==> src/rtl/reloj_pkg.sv <==
// Shared types and constants for the real-time clock blocks.
`timescale 1ns/1ps
package reloj_pkg;

  // Editing mode of the clock: running, or editing one of the three fields.
  typedef enum logic [1:0] {
    RUN      = 2'd0,
    SET_HORA = 2'd1,
    SET_MIN  = 2'd2,
    SET_SEG  = 2'd3
  } estado_edicion_t;

  // Default timing constants, in system clock cycles.
  localparam int REPEAT_DELAY_DEF = 50_000_000;
  localparam int REPEAT_RATE_DEF  = 10_000_000;
  localparam int TIMEOUT_DEF      = 1_000_000_000;
  localparam int BLINK_HALF_DEF   = 25_000_000;

  // Hour display format.
  localparam logic FORMA_24H = 1'b0;
  localparam logic FORMA_12H = 1'b1;

  // Field order when the next button is pressed: hour, minute, second, then back to hour.
  function automatic estado_edicion_t siguiente_campo(input estado_edicion_t e);
    estado_edicion_t s;
    s = SET_HORA;
    case (e)
      SET_HORA: s = SET_MIN;
      SET_MIN:  s = SET_SEG;
      SET_SEG:  s = SET_HORA;
      default:  s = SET_HORA;
    endcase
    return s;
  endfunction

endpackage

==> src/rtl/pulso_repeticion.sv <==
// Edge detect plus press-and-hold auto-repeat for a single up/down button.
// 'disparo' is combinational and meant to be registered by the parent.
`timescale 1ns/1ps
module pulso_repeticion
  import reloj_pkg::*;
#(
  parameter int REPEAT_DELAY = REPEAT_DELAY_DEF,
  parameter int REPEAT_RATE  = REPEAT_RATE_DEF
) (
  input  logic clk,
  input  logic rst,
  input  logic btn,
  input  logic en,
  input  logic clr,
  output logic evento,
  output logic disparo
);

  localparam int CNT_MAX = (REPEAT_DELAY > REPEAT_RATE) ? REPEAT_DELAY : REPEAT_RATE;
  localparam int CNT_W   = $clog2(CNT_MAX);
  localparam logic [CNT_W-1:0] FIN_RETARDO  = CNT_W'(REPEAT_DELAY - 1);
  localparam logic [CNT_W-1:0] FIN_CADENCIA = CNT_W'(REPEAT_RATE - 1);

  logic             prev_q,   prev_d;
  logic             armado_q, armado_d;
  logic             fase_q,   fase_d;
  logic [CNT_W-1:0] cnt_q,    cnt_d;
  logic [CNT_W-1:0] limite;

  // A press only counts as a rising edge against the previous sample.
  assign evento = btn & ~prev_q;

  // Repeat sequencing: the press arms the counter, the first reload uses the
  // long delay and every later one the shorter repeat rate.
  always_comb begin
    prev_d   = btn;
    armado_d = armado_q;
    fase_d   = fase_q;
    cnt_d    = cnt_q;
    disparo  = 1'b0;
    limite   = fase_q ? FIN_CADENCIA : FIN_RETARDO;
    if (clr || !en) begin
      armado_d = 1'b0;
      fase_d   = 1'b0;
      cnt_d    = '0;
    end else if (evento) begin
      disparo  = 1'b1;
      armado_d = 1'b1;
      fase_d   = 1'b0;
      cnt_d    = '0;
    end else if (!btn) begin
      armado_d = 1'b0;
      fase_d   = 1'b0;
      cnt_d    = '0;
    end else if (armado_q) begin
      if (cnt_q == limite) begin
        disparo = 1'b1;
        fase_d  = 1'b1;
        cnt_d   = '0;
      end else begin
        cnt_d = cnt_q + CNT_W'(1);
      end
    end
  end

  // Previous sample resets high so a button held through reset is not a press.
  always_ff @(posedge clk or posedge rst) begin
    if (rst) begin
      prev_q   <= 1'b1;
      armado_q <= 1'b0;
      fase_q   <= 1'b0;
      cnt_q    <= '0;
    end else begin
      prev_q   <= prev_d;
      armado_q <= armado_d;
      fase_q   <= fase_d;
      cnt_q    <= cnt_d;
    end
  end

endmodule

==> src/rtl/control_edicion_hora.sv <==
// Programming-mode controller: turns button levels into field enables,
// step pulses, the 12/24 h select and the blinking edit cursor.
`timescale 1ns/1ps
module control_edicion_hora
  import reloj_pkg::*;
#(
  parameter int REPEAT_DELAY = REPEAT_DELAY_DEF,
  parameter int REPEAT_RATE  = REPEAT_RATE_DEF,
  parameter int TIMEOUT      = TIMEOUT_DEF,
  parameter int BLINK_HALF   = BLINK_HALF_DEF
) (
  input  logic clk,
  input  logic rst,
  input  logic btn_prog,
  input  logic btn_next,
  input  logic btn_up,
  input  logic btn_down,
  input  logic btn_formato,
  output logic run,
  output logic en_hora,
  output logic en_min,
  output logic en_seg,
  output logic up,
  output logic down,
  output logic forma,
  output logic cursor
);

  localparam int TO_W = $clog2(TIMEOUT);
  localparam int BL_W = $clog2(BLINK_HALF);
  localparam logic [TO_W-1:0] TO_FIN = TO_W'(TIMEOUT - 1);
  localparam logic [BL_W-1:0] BL_FIN = BL_W'(BLINK_HALF - 1);

  estado_edicion_t estado_q, estado_d;

  logic prev_prog_q, prev_prog_d;
  logic prev_next_q, prev_next_d;
  logic prev_fmt_q,  prev_fmt_d;
  logic ev_prog, ev_next, ev_fmt;
  logic ev_up, ev_down;
  logic disp_up, disp_down;

  logic en_set, ambos, cambio, timeout_fin;

  logic [TO_W-1:0] timeout_q, timeout_d;
  logic [BL_W-1:0] blink_q,   blink_d;

  logic run_q,     run_d;
  logic en_hora_q, en_hora_d;
  logic en_min_q,  en_min_d;
  logic en_seg_q,  en_seg_d;
  logic up_q,      up_d;
  logic down_q,    down_d;
  logic forma_q,   forma_d;
  logic cursor_q,  cursor_d;

  // Step buttons only act while editing and only when pressed alone.
  assign en_set = (estado_q != RUN);
  assign ambos  = btn_up & btn_down;

  pulso_repeticion #(
    .REPEAT_DELAY (REPEAT_DELAY),
    .REPEAT_RATE  (REPEAT_RATE)
  ) u_rep_up (
    .clk     (clk),
    .rst     (rst),
    .btn     (btn_up),
    .en      (en_set & ~ambos),
    .clr     (cambio),
    .evento  (ev_up),
    .disparo (disp_up)
  );

  pulso_repeticion #(
    .REPEAT_DELAY (REPEAT_DELAY),
    .REPEAT_RATE  (REPEAT_RATE)
  ) u_rep_down (
    .clk     (clk),
    .rst     (rst),
    .btn     (btn_down),
    .en      (en_set & ~ambos),
    .clr     (cambio),
    .evento  (ev_down),
    .disparo (disp_down)
  );

  // Mode transitions; prog and timeout both win over next.
  always_comb begin
    prev_prog_d = btn_prog;
    prev_next_d = btn_next;
    prev_fmt_d  = btn_formato;
    ev_prog     = btn_prog    & ~prev_prog_q;
    ev_next     = btn_next    & ~prev_next_q;
    ev_fmt      = btn_formato & ~prev_fmt_q;
    timeout_fin = en_set && (timeout_q == TO_FIN);
    estado_d    = estado_q;
    case (estado_q)
      RUN: begin
        if (ev_prog) estado_d = SET_HORA;
      end
      SET_HORA, SET_MIN, SET_SEG: begin
        if (ev_prog || timeout_fin) estado_d = RUN;
        else if (ev_next)           estado_d = siguiente_campo(estado_q);
      end
      default: estado_d = RUN;
    endcase
    cambio = (estado_d != estado_q);
  end

  // Idle timeout, cursor blink and the registered output values.
  always_comb begin
    timeout_d = timeout_q;
    blink_d   = blink_q;
    cursor_d  = cursor_q;
    forma_d   = forma_q;
    if (ev_fmt) forma_d = (forma_q == FORMA_24H) ? FORMA_12H : FORMA_24H;

    if (estado_d == RUN || cambio) begin
      timeout_d = '0;
    end else if (ev_prog || ev_next || ev_up || ev_down || ev_fmt || disp_up || disp_down) begin
      timeout_d = '0;
    end else begin
      timeout_d = timeout_q + TO_W'(1);
    end

    if (estado_d == RUN) begin
      blink_d  = '0;
      cursor_d = 1'b0;
    end else if (cambio) begin
      blink_d  = '0;
      cursor_d = 1'b1;
    end else if (blink_q == BL_FIN) begin
      blink_d  = '0;
      cursor_d = ~cursor_q;
    end else begin
      blink_d = blink_q + BL_W'(1);
    end

    run_d     = (estado_d == RUN);
    en_hora_d = (estado_d == SET_HORA);
    en_min_d  = (estado_d == SET_MIN);
    en_seg_d  = (estado_d == SET_SEG);
    up_d      = disp_up;
    down_d    = disp_down;
  end

  // State, edge-detect history and output registers.
  always_ff @(posedge clk or posedge rst) begin
    if (rst) begin
      estado_q    <= RUN;
      prev_prog_q <= 1'b1;
      prev_next_q <= 1'b1;
      prev_fmt_q  <= 1'b1;
      timeout_q   <= '0;
      blink_q     <= '0;
      run_q       <= 1'b1;
      en_hora_q   <= 1'b0;
      en_min_q    <= 1'b0;
      en_seg_q    <= 1'b0;
      up_q        <= 1'b0;
      down_q      <= 1'b0;
      forma_q     <= FORMA_24H;
      cursor_q    <= 1'b0;
    end else begin
      estado_q    <= estado_d;
      prev_prog_q <= prev_prog_d;
      prev_next_q <= prev_next_d;
      prev_fmt_q  <= prev_fmt_d;
      timeout_q   <= timeout_d;
      blink_q     <= blink_d;
      run_q       <= run_d;
      en_hora_q   <= en_hora_d;
      en_min_q    <= en_min_d;
      en_seg_q    <= en_seg_d;
      up_q        <= up_d;
      down_q      <= down_d;
      forma_q     <= forma_d;
      cursor_q    <= cursor_d;
    end
  end

  assign run     = run_q;
  assign en_hora = en_hora_q;
  assign en_min  = en_min_q;
  assign en_seg  = en_seg_q;
  assign up      = up_q;
  assign down    = down_q;
  assign forma   = forma_q;
  assign cursor  = cursor_q;

endmodule

==> config.mk <==
export PLATFORM = sky130hd
export DESIGN_NAME = control_edicion_hora
export DESIGN_NICKNAME = d
export VERILOG_FILES = /design/src/rtl/reloj_pkg.sv /design/src/rtl/pulso_repeticion.sv /design/src/rtl/control_edicion_hora.sv
export SDC_FILE = /design/constraint.sdc
export NUM_CORES = 1
export LEC_CHECK = 0
export CAP_MARGIN = 20
export CORE_UTILIZATION = 39
export CTS_CLUSTER_DIAMETER = 40
export DETAILED_ROUTE_END_ITERATION = 16
export MAX_ROUTING_LAYER = met4
export SLEW_MARGIN = 0
export SYNTH_ARGS = -nofsm -noshare
export SYNTH_HDL_FRONTEND = slang
export SYNTH_SLANG_ARGS = --single-unit
==> constraint.sdc <==
create_clock -name clk -period 13.25 [get_ports clk]
set_input_delay 3.3125 -clock clk [delete_from_list [all_inputs] [get_ports clk]]
set_output_delay 3.3125 -clock clk [all_outputs]
set_load 0.05 [all_outputs]
==> flow_metrics.py <==
metrics = {
    "clock_network": {
        "cts_hold_buf": 0,
        "post_cts_buffers": 0,
        "clkTransAtPathRegs_ns": 0.05,
        "clk_path_buf_depth": 2,
        "cts.htree.levels": 4,
        "clock-sinks": 126,
        "root_buffer": "clkbuf_16",
        "cts_buffers": 17,
        "post_cts_resized": 0,
        "cts_tree": "built",
        "clk_latency_ns": 0.42,
    },
    "grt": {
        "grt.total_usage": 0.181,
        "grt_antenna_before_repair": 0,
        "grt-ovfl-total": 0,
        "grt_max_degree": 85,
        "grt_pass1_wl_um": 25000,
        "grt_pass1_vias": 5266,
    },
    "cells_and_area": {
        "nNetsFinal": 751,
        "antenna_cells": 0,
        "drive_gt1_frac": 0.0773,
        "area_delta_synth_final_pct": 14.4,
    },
    "timing": {
        "setup_violations": 0,
        "timing.final.crit_share": 0.438,
        "drv_slew": 0,
        "fmax_ghz": 0.172,
        "post-route-min-period_ns": 5.80,
        "setup_tns_ns": 0,
        "hold_viol": 0,
        "rsz0062_at_grt": "no",
        "setup_slack_ns": 7.45,
        "finalClockSkew_ns": 0.00762,
        "max_slew_margin": 0.315,
        "tightest_slew_ns": 1.02,
    },
    "critical_path": {
        "r2r_slack_ns": 10.15,
        "worstSetupPathType": "primary input to register",
        "crit_path_end": "timeout_q[29]",
        "crit_required_ns": 13.58,
        "reg2reg_to": "timeout_q[29]",
        "crit_arrival_ns": 6.13,
        "endpoint_kind": "register",
        "critPathMaxFanout": 30,
        "start_kind": "primary input",
        "r2r_start": "estado_q[0]",
        "rr_worst_depth": 8,
        "cp-startpoint": "btn_next",
    },
    "synth": {
        "synthMuxAreaShare": 0.00168,
        "yosysTopAreaCell": "dfrtp_1",
        "syn_area_um2": 6700,
        "netlist.area_leader.share": 0.448,
        "synth_xor_area_frac": 0.0810,
        "synth_area_leaders": "dfrtp_1, nor2_1, xor2_1",
        "synthSimpleGateAreaFrac": 0.290,
        "seq_area_frac_synth": 0.472,
        "post-synth-top-count-cell": "dfrtp_1",
        "synth_edf_count": 0,
        "synthAdderAreaFrac": 0.0131,
        "ys_types": 60,
        "netlist_instances": 725,
        "yosysWarningCount": 0,
        "synth-compound-area-share": 0.114,
        "ys_ff_latch": 126,
        "ys_top_cells_by_count": "dfrtp_1, nor2_1, nand2_1, a21oi_1, nand3_1",
        "synthesis.nets": 739,
        "ys.flop_type": "dfrtp_1",
        "synth_area_per_cell_um2": 9.25,
        "async_flop_share": 1.00,
        "synth_top_family_by_area": "simple AND/OR/NAND/NOR gates",
    },
    "route": {
        "via_count": 5390,
        "wl_per_cell_um": 15.1,
        "drt_wl_total_um": 14700,
        "drt_iter0_markers": 332,
        "viasPerCell": 5.56,
        "dr.pass1.iters": 5,
        "post-route-drc-count": 0,
        "detail-route-antenna-nets": 0,
    },
    "placement": {
        "hpwl_um": 9690,
        "io_buffer_count": 14,
        "place_congestion": 0.848,
        "pre_cts_ws_ns": 6.99,
    },
    "floorplan": {
        "die-area_um2": 17700,
        "start_util": 0.401,
        "die_x_um": 133,
        "core_area_um2": 16700,
        "num_rows": 47,
        "ios": 15,
        "die_y_um": 133,
    },
    "pwr": {
        "power_density_nw_per_um2": 143,
        "peakVddDrop_mv": 0.0936,
        "p_leak_nw": 2.88,
    },
    "hold_path": {
        "hp-class": "register to register",
        "hold_start": "blink_q[0]",
    },
    "status": {
        "status": "complete, no violations",
    },
    "flow_run": {
        "drv_cap": 0,
    },
}
cells by family after synthesis:
logic type | count (synthesis)
and+or+nand+nor | 370
DFF | 126
AOI/OAI and AO/OA | 118
xor gates and xnor gates | 62
buffers and inverters | 41
adders and majority gates | 7
muxes | 1
registers in the layout, summed over array words and instances, names as in the netlist, 2 cells and up:
| register | flops |
|---|---|
| blink_q | 25 |
| estado_q | 2 |
| timeout_q | 30 |
| u_rep_down.cnt_q | 26 |
| u_rep_up.cnt_q | 26 |
layout by cell type (no fill, tap or decap), types with 7 or more instances in the layout:
cell type | Yosys | final
a21oi_1 | 48 | 48
a31oi_1 | 12 | 12
and2_1 | 7 | 7
and3_1 | 21 | 21
and4_1 | 9 | 9
clkbuf_16 | 0 | 17
clkdlybuf4s50_1 | 0 | 14
dfrtp_1 | 120 | 120
ha_1 | 7 | 7
inv_1 | 16 | 15
nand2_1 | 70 | 70
nand3_1 | 44 | 44
nand4_1 | 19 | 19
nor2_1 | 100 | 100
nor2b_1 | 9 | 9
nor3_1 | 14 | 14
nor4_1 | 9 | 9
o21ai_0 | 30 | 30
or3_1 | 26 | 26
or4_1 | 9 | 9
xnor2_1 | 30 | 30
xor2_1 | 32 | 32
metal layers:
layer / track usage / vias to the layer above / routed length [µm]
met3: 0.0358 / 19 / 487
met2: 0.290 / 110 / 7120
met5: - / - / 0
met4: 0.0802 / 0 / 228
met1: 0.223 / 2641 / 6850
li1: - / 2620 / -
worst max-delay path: stages:
cell and delay [ns]:
clkdlybuf4s50_1 0.50, nor2b_1 0.36, mux2_2 0.39, o41ai_2 0.77
o2111ai_4 0.52, nor2_1 0.27
metrics by stage:
step,cells,power (W),instance area (µm²),util,hold WS [ns]
2_1_floorplan,725,0.000564,6700,-,0.425
3_3_place_gp,937,0.000603,7010,0.420,0.441
3_5_place_dp,937,0.000609,7010,0.420,0.455
4_1_cts,969,0.00110,7640,0.457,0.463
5_1_grt,970,0.00114,7670,0.459,0.480
6_report,970,0.00109,7670,0.459,0.459
worst min path at each step:
stage,slack [ns],depth (start not counted),endpoint
floorplan,0.43,1,blink_q[0]
global placement,0.44,1,blink_q[0]
detailed placement,0.46,1,blink_q[0]
CTS,0.46,1,blink_q[0]
global route,0.48,1,blink_q[0]
finish,0.46,1,blink_q[0]
cell type report:
type	count	area, µm²
Clock buffer	21	460
Clock inverter	11	164
Fill cell	1583	9030
Inverter	16	62.6
Multi-Input combinational cell	558	3350
Sequential cell	126	3160
Tap cell	220	275
Timing Repair Buffer	18	190
report_power, final:
part / total (W) / switching (W) / internal [W]
registers: 0.000419 / 0.0000170 / 0.000402
logic: 0.000182 / 0.000127 / 0.0000547
clock network: 0.000492 / 0.000169 / 0.000323
(Power assumes the default switching activity.)
